File: config.mk
export PLATFORM = sky130hd
export DESIGN_NAME = sd_init_sequencer
export DESIGN_NICKNAME = d
export VERILOG_FILES = /design/src/rtl/sd_init_sequencer_pkg.sv /design/src/rtl/sd_cmd_handshake.sv /design/src/rtl/sd_init_sequencer.sv
export SDC_FILE = /design/constraint.sdc
export NUM_CORES = 1
export LEC_CHECK = 0
export BUFFER_PORTS_ARGS = -buffer_cell sky130_fd_sc_hd__clkbuf_2
export CAP_MARGIN = 10
export CORE_UTILIZATION = 57
export CTS_CLUSTER_SIZE = 30
export DETAILED_ROUTE_END_ITERATION = 16
export MAX_ROUTING_LAYER = met4
export PLACE_DENSITY = 0.92
export SLEW_MARGIN = 30
export SYNTH_ARGS = -nofsm -noshare
export SYNTH_HDL_FRONTEND = slang
export SYNTH_SLANG_ARGS = --single-unit
File: constraint.sdc
create_clock -name cpuClock -period 4.57 [get_ports cpuClock]
set_input_delay 0.2285 -clock cpuClock [delete_from_list [all_inputs] [get_ports cpuClock]]
set_output_delay 0.2285 -clock cpuClock [all_outputs]
set_load 0.05 [all_outputs]
File: src/rtl/sd_init_sequencer_pkg.sv
// rtl/sd_init_sequencer_pkg.sv - shared encodings for the SD SPI-mode init sequencer
// Purpose: sequencer and handshake state encodings, error codes, command indices,
//          response read modes and fixed command arguments.
package sd_init_sequencer_pkg;

   typedef enum logic [3:0] {
      ST_IDLE,
      ST_PWRUP,
      ST_CMD0,
      ST_CMD8,
      ST_CMD55,
      ST_ACMD41,
      ST_CMD58,
      ST_DONE,
      ST_ERROR
   } state_t;

   typedef enum logic [1:0] {
      HS_IDLE,
      HS_START,
      HS_RELEASE
   } hs_state_t;

   localparam logic [3:0] ERR_NONE   = 4'd0;
   localparam logic [3:0] ERR_CMD0   = 4'd1;
   localparam logic [3:0] ERR_CMD8   = 4'd2;
   localparam logic [3:0] ERR_ACMD41 = 4'd3;
   localparam logic [3:0] ERR_COMM   = 4'd4;
   localparam logic [3:0] ERR_CMD58  = 4'd5;

   localparam logic [5:0] IDX_CMD0   = 6'd0;
   localparam logic [5:0] IDX_CMD8   = 6'd8;
   localparam logic [5:0] IDX_CMD55  = 6'd55;
   localparam logic [5:0] IDX_ACMD41 = 6'd41;
   localparam logic [5:0] IDX_CMD58  = 6'd58;

   localparam logic [1:0] MODE_R1   = 2'b00;
   localparam logic [1:0] MODE_R3R7 = 2'b10;

   localparam logic [11:0] CMD8_CHECK     = 12'h1AA;
   localparam logic [31:0] CMD8_ARG       = 32'h0000_01AA;
   localparam logic [31:0] ACMD41_HCS_ARG = 32'h4000_0000;

   // States in which a command is on the wire and commError is fatal.
   function automatic logic is_cmd_state(input state_t s);
      return s inside {ST_CMD0, ST_CMD8, ST_CMD55, ST_ACMD41, ST_CMD58};
   endfunction

endpackage

File: src/rtl/sd_cmd_handshake.sv
// rtl/sd_cmd_handshake.sv - single-command 4-phase start/finish handshake
// Purpose: raises o_start, waits for i_finish, latches the response, drops o_start,
//          waits for i_finish low and then pulses o_done for one cycle.
// Ports:   i_clk, i_nreset (sync, active low), i_enable (low holds idle),
//          i_finish, i_response[39:0] from the command master;
//          o_start to the command master, o_done pulse, o_response latched response.
module sd_cmd_handshake
   import sd_init_sequencer_pkg::*;
(
   input  logic        i_clk,
   input  logic        i_nreset,
   input  logic        i_enable,
   input  logic        i_finish,
   input  logic [39:0] i_response,
   output logic        o_start,
   output logic        o_done,
   output logic [39:0] o_response
);

   hs_state_t   r_state;
   hs_state_t   w_next_state;
   logic [39:0] r_response;

   // Dropping i_enable (sequencer left the command state) abandons any handshake.
   always_ff @(posedge i_clk) begin
      if (!i_nreset || !i_enable) begin
         r_state <= HS_IDLE;
      end else begin
         r_state <= w_next_state;
      end
   end

   always_ff @(posedge i_clk) begin
      if (!i_nreset) begin
         r_response <= '0;
      end else if (r_state == HS_START && i_finish) begin
         r_response <= i_response;
      end
   end

   always_comb begin
      w_next_state = r_state;
      o_start      = 1'b0;
      o_done       = 1'b0;
      case (r_state)
         // One idle cycle guarantees command fields settle before o_start rises.
         HS_IDLE:    w_next_state = HS_START;
         HS_START: begin
            o_start = 1'b1;
            if (i_finish) begin
               w_next_state = HS_RELEASE;
            end
         end
         HS_RELEASE: begin
            if (!i_finish) begin
               o_done       = 1'b1;
               w_next_state = HS_IDLE;
            end
         end
         default:    w_next_state = HS_IDLE;
      endcase
   end

   assign o_response = r_response;

endmodule

File: src/rtl/sd_init_sequencer.sv
// rtl/sd_init_sequencer.sv - SD card SPI-mode initialisation sequencer
// Purpose: power-up clocks, CMD0, CMD8, CMD55/ACMD41 loop and CMD58 through the
//          SPI command master; reports card version, capacity class and error code.
// Ports:   cpuClock, nReset (sync, active low), initStart (rising edge starts);
//          initBusy/initDone/initError, errorCode[3:0], cardV2, cardHC status;
//          commReset, spiClockEn, spiClockBS, cmdTransmitBit, cmdIndex[5:0],
//          cmdArgument[31:0], readMode[1:0], commStart to the command master;
//          commFinish, commError, readResponse[39:0] from the command master.
module sd_init_sequencer
   import sd_init_sequencer_pkg::*;
#(
   parameter int POWERUP_CYCLES = 20480,
   parameter int CMD0_RETRIES   = 8,
   parameter int ACMD41_RETRIES = 1000
) (
   input  logic        cpuClock,
   input  logic        nReset,
   input  logic        initStart,
   output logic        initBusy,
   output logic        initDone,
   output logic        initError,
   output logic [3:0]  errorCode,
   output logic        cardV2,
   output logic        cardHC,
   output logic        commReset,
   output logic        spiClockEn,
   output logic        spiClockBS,
   output logic        cmdTransmitBit,
   output logic [5:0]  cmdIndex,
   output logic [31:0] cmdArgument,
   output logic [1:0]  readMode,
   output logic        commStart,
   input  logic        commFinish,
   input  logic        commError,
   input  logic [39:0] readResponse
);

   localparam logic [15:0] PWR_LAST     = 16'(POWERUP_CYCLES - 1);
   localparam logic [9:0]  CMD0_LIMIT   = 10'(CMD0_RETRIES);
   localparam logic [9:0]  ACMD41_LIMIT = 10'(ACMD41_RETRIES);

   state_t      r_state, w_next_state;
   logic [3:0]  r_err_code, w_next_err;
   logic        r_card_v2, w_next_v2;
   logic        r_card_hc, w_next_hc;
   logic [9:0]  r_retry, w_next_retry, w_retry_inc;
   logic [15:0] r_pwr_cnt, w_next_pwr;
   logic        r_start_d;
   logic        w_start_edge;
   logic        w_cmd_active;
   logic        w_hs_done;
   logic [39:0] w_resp;
   logic        w_unused_resp;

   assign w_start_edge  = initStart & ~r_start_d;
   assign w_cmd_active  = is_cmd_state(r_state);
   assign w_retry_inc   = r_retry + 10'd1;
   assign w_unused_resp = ^{w_resp[31], w_resp[29:12]};

   assign errorCode      = r_err_code;
   assign cardV2         = r_card_v2;
   assign cardHC         = r_card_hc;
   assign spiClockBS     = 1'b0;
   assign cmdTransmitBit = 1'b1;

   sd_cmd_handshake u_handshake (
      .i_clk      (cpuClock),
      .i_nreset   (nReset),
      .i_enable   (w_cmd_active),
      .i_finish   (commFinish),
      .i_response (readResponse),
      .o_start    (commStart),
      .o_done     (w_hs_done),
      .o_response (w_resp)
   );

   always_ff @(posedge cpuClock) begin
      if (!nReset) begin
         r_state    <= ST_IDLE;
         r_err_code <= ERR_NONE;
         r_card_v2  <= 1'b0;
         r_card_hc  <= 1'b0;
         r_retry    <= '0;
         r_pwr_cnt  <= '0;
         r_start_d  <= 1'b0;
      end else begin
         r_state    <= w_next_state;
         r_err_code <= w_next_err;
         r_card_v2  <= w_next_v2;
         r_card_hc  <= w_next_hc;
         r_retry    <= w_next_retry;
         r_pwr_cnt  <= w_next_pwr;
         r_start_d  <= initStart;
      end
   end

   // Status and command-field outputs decode directly from the registered state,
   // so the command fields are stable for the whole command state.
   always_comb begin
      initBusy    = 1'b1;
      initDone    = 1'b0;
      initError   = 1'b0;
      commReset   = 1'b0;
      spiClockEn  = 1'b1;
      cmdIndex    = IDX_CMD0;
      cmdArgument = '0;
      readMode    = MODE_R1;
      case (r_state)
         ST_IDLE: begin
            initBusy   = 1'b0;
            commReset  = 1'b1;
            spiClockEn = 1'b0;
         end
         ST_DONE: begin
            initBusy = 1'b0;
            initDone = 1'b1;
         end
         ST_ERROR: begin
            initBusy   = 1'b0;
            initError  = 1'b1;
            commReset  = 1'b1;
            spiClockEn = 1'b0;
         end
         ST_CMD8: begin
            cmdIndex    = IDX_CMD8;
            cmdArgument = CMD8_ARG;
            readMode    = MODE_R3R7;
         end
         ST_CMD55:  cmdIndex = IDX_CMD55;
         ST_ACMD41: begin
            cmdIndex    = IDX_ACMD41;
            cmdArgument = r_card_v2 ? ACMD41_HCS_ARG : 32'h0;
         end
         ST_CMD58: begin
            cmdIndex = IDX_CMD58;
            readMode = MODE_R3R7;
         end
         default: ;
      endcase
   end

   always_comb begin
      w_next_state = r_state;
      w_next_err   = r_err_code;
      w_next_v2    = r_card_v2;
      w_next_hc    = r_card_hc;
      w_next_retry = r_retry;
      w_next_pwr   = r_pwr_cnt;
      case (r_state)
         // Start edges are only honoured while no sequence is running.
         ST_IDLE, ST_DONE, ST_ERROR: begin
            if (w_start_edge) begin
               w_next_state = ST_PWRUP;
               w_next_err   = ERR_NONE;
               w_next_v2    = 1'b0;
               w_next_hc    = 1'b0;
               w_next_retry = '0;
               w_next_pwr   = '0;
            end
         end
         ST_PWRUP: begin
            if (r_pwr_cnt >= PWR_LAST) begin
               w_next_state = ST_CMD0;
               w_next_retry = '0;
            end else begin
               w_next_pwr = r_pwr_cnt + 16'd1;
            end
         end
         default: begin
            // commError wins even when commFinish arrives in the same cycle.
            if (commError) begin
               w_next_state = ST_ERROR;
               w_next_err   = ERR_COMM;
            end else if (w_hs_done) begin
               case (r_state)
                  ST_CMD0: begin
                     if (w_resp[7:0] == 8'h01) begin
                        w_next_state = ST_CMD8;
                     end else if (w_retry_inc >= CMD0_LIMIT) begin
                        w_next_state = ST_ERROR;
                        w_next_err   = ERR_CMD0;
                     end else begin
                        w_next_retry = w_retry_inc;
                     end
                  end
                  ST_CMD8: begin
                     w_next_retry = '0;
                     if (w_resp[39:32] == 8'h01 && w_resp[11:0] == CMD8_CHECK) begin
                        w_next_v2    = 1'b1;
                        w_next_state = ST_CMD55;
                     end else if (w_resp[34]) begin
                        // Illegal-command R1: a v1 card that does not know CMD8.
                        w_next_v2    = 1'b0;
                        w_next_state = ST_CMD55;
                     end else begin
                        w_next_state = ST_ERROR;
                        w_next_err   = ERR_CMD8;
                     end
                  end
                  ST_CMD55, ST_ACMD41: begin
                     if (r_state == ST_CMD55 && !w_resp[7]) begin
                        w_next_state = ST_ACMD41;
                     end else if (r_state == ST_ACMD41 && w_resp[7:0] == 8'h00) begin
                        w_next_state = r_card_v2 ? ST_CMD58 : ST_DONE;
                     end else if (w_retry_inc >= ACMD41_LIMIT) begin
                        // A malformed CMD55 reply also consumes one loop attempt.
                        w_next_state = ST_ERROR;
                        w_next_err   = ERR_ACMD41;
                     end else begin
                        w_next_retry = w_retry_inc;
                        w_next_state = ST_CMD55;
                     end
                  end
                  ST_CMD58: begin
                     if (w_resp[39:32] == 8'h00) begin
                        w_next_hc    = w_resp[30];
                        w_next_state = ST_DONE;
                     end else begin
                        w_next_state = ST_ERROR;
                        w_next_err   = ERR_CMD58;
                     end
                  end
                  default: ;
               endcase
            end
         end
      endcase
   end

endmodule
[Word-level counts from Yosys, hierarchy flattened]
Cells that the tools add are included.
Word-level totals
  register bits: 79
  latch bits: 0
  memory bits (read-only): 0
  bits of input ports: 45
  memories: 0
  word-level logic and storage cells: 156
  bits in writable memories: 0
Cells by class
  $lt $le $gt $ge: 3
  $mul: 0
  equal/unequal tests: 34
  muxes and demuxes: 69
  shift operators: 0
  $add $sub $neg: 2
  bitwise gates (word level): 3
  reductions and logical operators: 36
  div/mod/pow operators: 0
Operators with widths (number)
  two-way mux 4 bit: 23
  two-way mux 10 bit: 9
  case mux 31 bit (2 select lines): 1
  inequality test 4 bit, second input constant: 10
  two-way mux 16 bit: 2
  case mux 16 bit (2 select lines): 1
  case mux 4 bit (4 select lines): 2
  two-way mux 31 bit: 1
  case mux 10 bit (3 select lines): 1
  case mux 6 bit (4 select lines): 1
  case mux 10 bit (2 select lines): 1
  two-way mux 1 bit: 19
  adder 16 x 1 -> 16 bit, second input constant: 1
  == test 4 x 3 -> 1 bit, second input constant: 4
  == test 8 x 1 -> 1 bit, second input constant: 2
  >= comparator 16 x 15 -> 1 bit, second input constant: 1
  zero test 8 bit: 2
  case mux 4 bit (2 select lines): 2
  == test 12 x 9 -> 1 bit, second input constant: 1
  inequality test 4 x 3 -> 1 bit, second input constant: 3
  AND reduction 12 bit: 1
  AND reduction 6 bit: 2
  adder 10 x 1 -> 10 bit, second input constant: 1
  >= comparator 10 bit, second input constant: 1
  other kinds (32): 55

[Logic depth before layout (Yosys ltp)]
  depth after elaboration: 9
  gate-level depth with buffers: 10

[Modules after synthesis]
From an unflattened synthesis, not the netlist that was laid out.
Second synthesis, totals
  cells, all modules: 550
  area total of the unflattened synthesis: 4479.3 um^2
Modules (own cells, without submodules)
  sd_init_sequencer: cells each 367, area each 2758.9 um^2, instances 1
  sd_cmd_handshake: cells each 183, area each 1720.4 um^2, instances 1

[Least setup slack after synthesis]
OpenSTA, ideal clock, no wires.
  path type: flip-flop to flip-flop
  from: register r_state[1]
  to: register r_retry[3]
  path buffers: 1
  required time: 4.474 ns
  period minus slack after synthesis: 2.912 ns
  cell stages (with the launch flop): 11
  slack: 1.658 ns
  arrival time: 2.816 ns
  cells stage by stage: dfxtp_1 > nor3_2 > inv_2 > nand2b_4 > inv_2 > o22a_1 > o311a_1 > o211ai_1 > clkbuf_1 > o311ai_1 > o41ai_2
On the way
  cells in the longest elaborated chain, start to end: 6
RTL lines
  start: declaration: line sd_init_sequencer.sv:42  | state_t r_state, w_next_state;
  start signal: assignment: line sd_init_sequencer.sv:87  | r_state <= w_next_state;
  == test 4 x 3 -> 1 bit, on equally long branches: line sd_init_sequencer.sv:175, sd_init_sequencer.sv:201, sd_init_sequencer.sv:203
  OR reduction 2 bit: line sd_init_sequencer.sv:175  | case (r_state)
  case mux 10 bit (3 select lines): line sd_init_sequencer.sv:175
  two-way mux 10 bit: line sd_init_sequencer.sv:174  | end else if (w_hs_done) begin
  two-way mux 10 bit: line sd_init_sequencer.sv:171  | if (commError) begin
  case mux 10 bit (2 select lines): line sd_init_sequencer.sv:149  | case (r_state)
  end signal: assignment: line sd_init_sequencer.sv:91  | r_retry <= w_next_retry;
  end: declaration: line sd_init_sequencer.sv:46  | logic [9:0] r_retry, w_next_retry, w_retry_inc;
Parallel ways exist; a longest one is shown, timed or not. The select of a mux whose other input is x is not followed.
A chain may end at the register's enable or synchronous reset.

[Worst setup path in the final report]
  from: register r_retry[0]
  to: register r_retry[7]
On the way
  cells in the longest elaborated chain, start to end: 8
RTL lines
  adder 10 x 1 -> 10 bit *: line sd_init_sequencer.sv:57  | assign w_retry_inc = r_retry + 10'd1;
  branches (longest 7 deep; another with >= comparator 10 bit)
Every way passes the cells marked *. The select of a mux whose other input is x is not followed.

==> out/summary.txt <==
Slew HR = 38.1%
Filler cells = 505
Startpoint types = register
CTS buffer count = 9
I/O Buffers = 49
TritonRoute pass-1 iters = 5
Worst setup EP type = register
Placed Cells = 551
LEAKAGE = 1.48 nW
Drt total wl = 8280 µm
Flops & latches, synth = 59
Die width = 81.6 µm
Worst-path clk slew = 0.07 ns
Final hold violation count = 0
Critical Path Stages = 8
WP buf/inv = 0
Non-filler cells, final = 567
GRT Overall Usage = 27.1%
Die area = 6660 µm²
Synth unique cells = 65
Crit path kind = register to register
Crit-path slowest cell = o211ai_1
Hold path depth = 2
Total congestion overflow = 0
CTS Buffer Depth = 2
Crit path largest cell delay = 0.77 ns
Clock skew = 0.00923 ns
Initial antenna violation count = 0
Mean post-synth cell area = 7.82 µm²
Area grow syn2layout = 7.30%
Initial core utilization = 60.0%
CP required = 4.78 ns
RSZ-0062 raised after global routing = no
Ant. Diodes = 0
Pwr Density = 468 nW/µm²
Placeable Area = 6030 µm²
Die Y-Extent = 81.6 µm
H-tree Lvls = 3
Post-route setup TNS = 0 ns
I/O pin cnt = 99
Hold EP = r_start_d
Final setup violation count = 0
Ys flop type = dfxtp_1
Most frequent cells in the layout = nand2_1 (68), dfxtp_1 (59), clkbuf_2 (49)
EDFF count, synth = 0
Most frequent CP cell = nand2_1
Row cnt = 28
Post-cts sizing count = 0
Worst endpoint data arrival time = 3.51 ns
GPL Wtd Cong = 0.924
Hold Buf Count CTS = 0
Most common cell after layout, fill and taps aside = nand2_1
Vias in the first global route = 2921
Final hold slack = 0.0924 ns
Largest net degree at the start of global routing = 25
CTS tree = built
Post-CTS setup buffer count = 0
Drt initial violations = 227
Outcome = finished clean
Via count = 3329
Via density = 5.87
FF-to-FF End = r_retry[7]
Layout Nets = 534
Period utilisation layout = 72.1%
Max Cap Viol = 0
Final HPWL DP = 5950 µm
Clock period minus worst slack = 3.30 ns
Critical path fanouts, max = 12
CTS root buf = clkbuf_8
Crit-path cells = ha_1, nand2_1, o32a_1, o22ai_1, nand2_1, o211ai_1, or3_1, o21ai_1
Crit path max-delay family = compound AO/OA/AOI/OAI gates
First-pass GRT wire length = 13500 µm
R2r setup slk = 1.27 ns
Hold Path Class = primary input to register
Seq/Total Area, Yosys = 32.7%
Final ANT Viol Nets = 0
Share of layout cells above drive strength 1 = 17.3%
Ys Warns = 0
Worst r2r path cells = 8
Clk_lat worst skew = 0.35 ns
Final Max Tran Viols = 0
Worst r2r src = r_retry[0]
Max Clk Rate = 303 MHz
IR drop worst, VDD = 0.000481 V
Asr flop ratio synth = 0%
Hold Startpoint = initStart
Cell Area, Synth = 3610 µm²
DRC Markers = 0
Worst Tran Pin Value = 0.925 ns
Clock sinks = 59
DR WL/cell = 14.6 µm
Mapped Cells = 462
cell usage after synthesis (all sizes together), types with 6 or more instances:
cell    number  area share (%)
nand2       68             7.1
dfxtp       59              33
buf         46             9.0
nor2        41             4.3
a21oi       34             4.7
clkbuf      19             2.0
nand3       14             1.9
nor3        14             2.1
o21ai       14             1.9
nand4       12             2.9
nand2b      11             2.1
inv          9            0.93
xor2         9             2.2
o311ai       8             1.9
nor4         7             1.8
or4          7             1.5
nand3b       6             1.2
xnor2        6             1.5
cell type report:
class | count | area [µm²] | area share, %
Clock buffer | 11 | 141 | 3.65
Clock inverter | 5 | 52.6 | 1.35
Timing Repair Buffer | 51 | 260 | 6.71
Tap cell | 75 | 93.8 | 2.42
Multi-Input combinational cell | 357 | 2120 | 54.5
Inverter | 9 | 33.8 | 0.871
Sequential cell | 59 | 1180 | 30.5
routing by layer:
metal	up-vias	global-route usage (%)	wire, µm
met4	0	13.3	169
met3	15	4.89	362
met5	-	-	0
li1	1634	-	-
met2	106	44.3	4190
met1	1574	32.1	3550
through the flow:
| stage | cell area, µm² | util [%] | power, mW | worst slack [ns] |
|---|---|---|---|---|
| after floorplan | 3720 | - | 1.22 | 1.66 |
| after global placement | 3680 | 61.1 | 1.32 | 1.48 |
| after detailed placement | 3680 | 61.2 | 1.34 | 1.39 |
| after CTS | 3880 | 64.4 | 1.81 | 1.38 |
| after global routing | 3880 | 64.4 | 1.90 | 1.11 |
| final | 3880 | 64.4 | 1.82 | 1.27 |
how the worst max path moves through the flow:
| stage | startpoint | end | slack [ns] |
|---|---|---|---|
| 6_report | r_retry[0] | r_retry[7] | 1.27 |
| 5_1_grt | r_retry[0] | r_retry[7] | 1.11 |
| 4_1_cts | r_retry[0] | r_retry[7] | 1.38 |
| 3_5_place_dp | r_retry[0] | r_retry[7] | 1.39 |
| 3_3_place_gp | r_retry[0] | r_retry[4] | 1.48 |
| 2_1_floorplan | r_state[1] | r_retry[3] | 1.66 |
cells by family (layout without fill, tap and decap cells):
family	after synthesis	in the layout	share of synthesized area (%)
other	2	30	0.208
muxes	5	5	1.38
adders and majority gates	2	2	0.692
and+or+nand+nor	206	206	30.0
DFF	59	59	32.7
AOI/OAI and AO/OA	99	99	19.4
buffers and inverters	74	76	11.9
xor gates and xnor gates	15	15	3.63
flip-flops by register name, summed over array words and instances, names as in the netlist:
name                    flops
u_handshake.o_response     21
r_pwr_cnt                  16
r_retry                    10
r_state                     4
errorCode                   3
u_handshake.r_state         2
cardHC                      1
cardV2                      1
r_start_d                   1
power breakdown:
| group | internal (mW) | switching (mW) |
|---|---|---|
| logic | 0.192 | 0.518 |
| registers | 0.552 | 0.0842 |
| clock network | 0.264 | 0.207 |
Power figures use the tool's default switching activity.
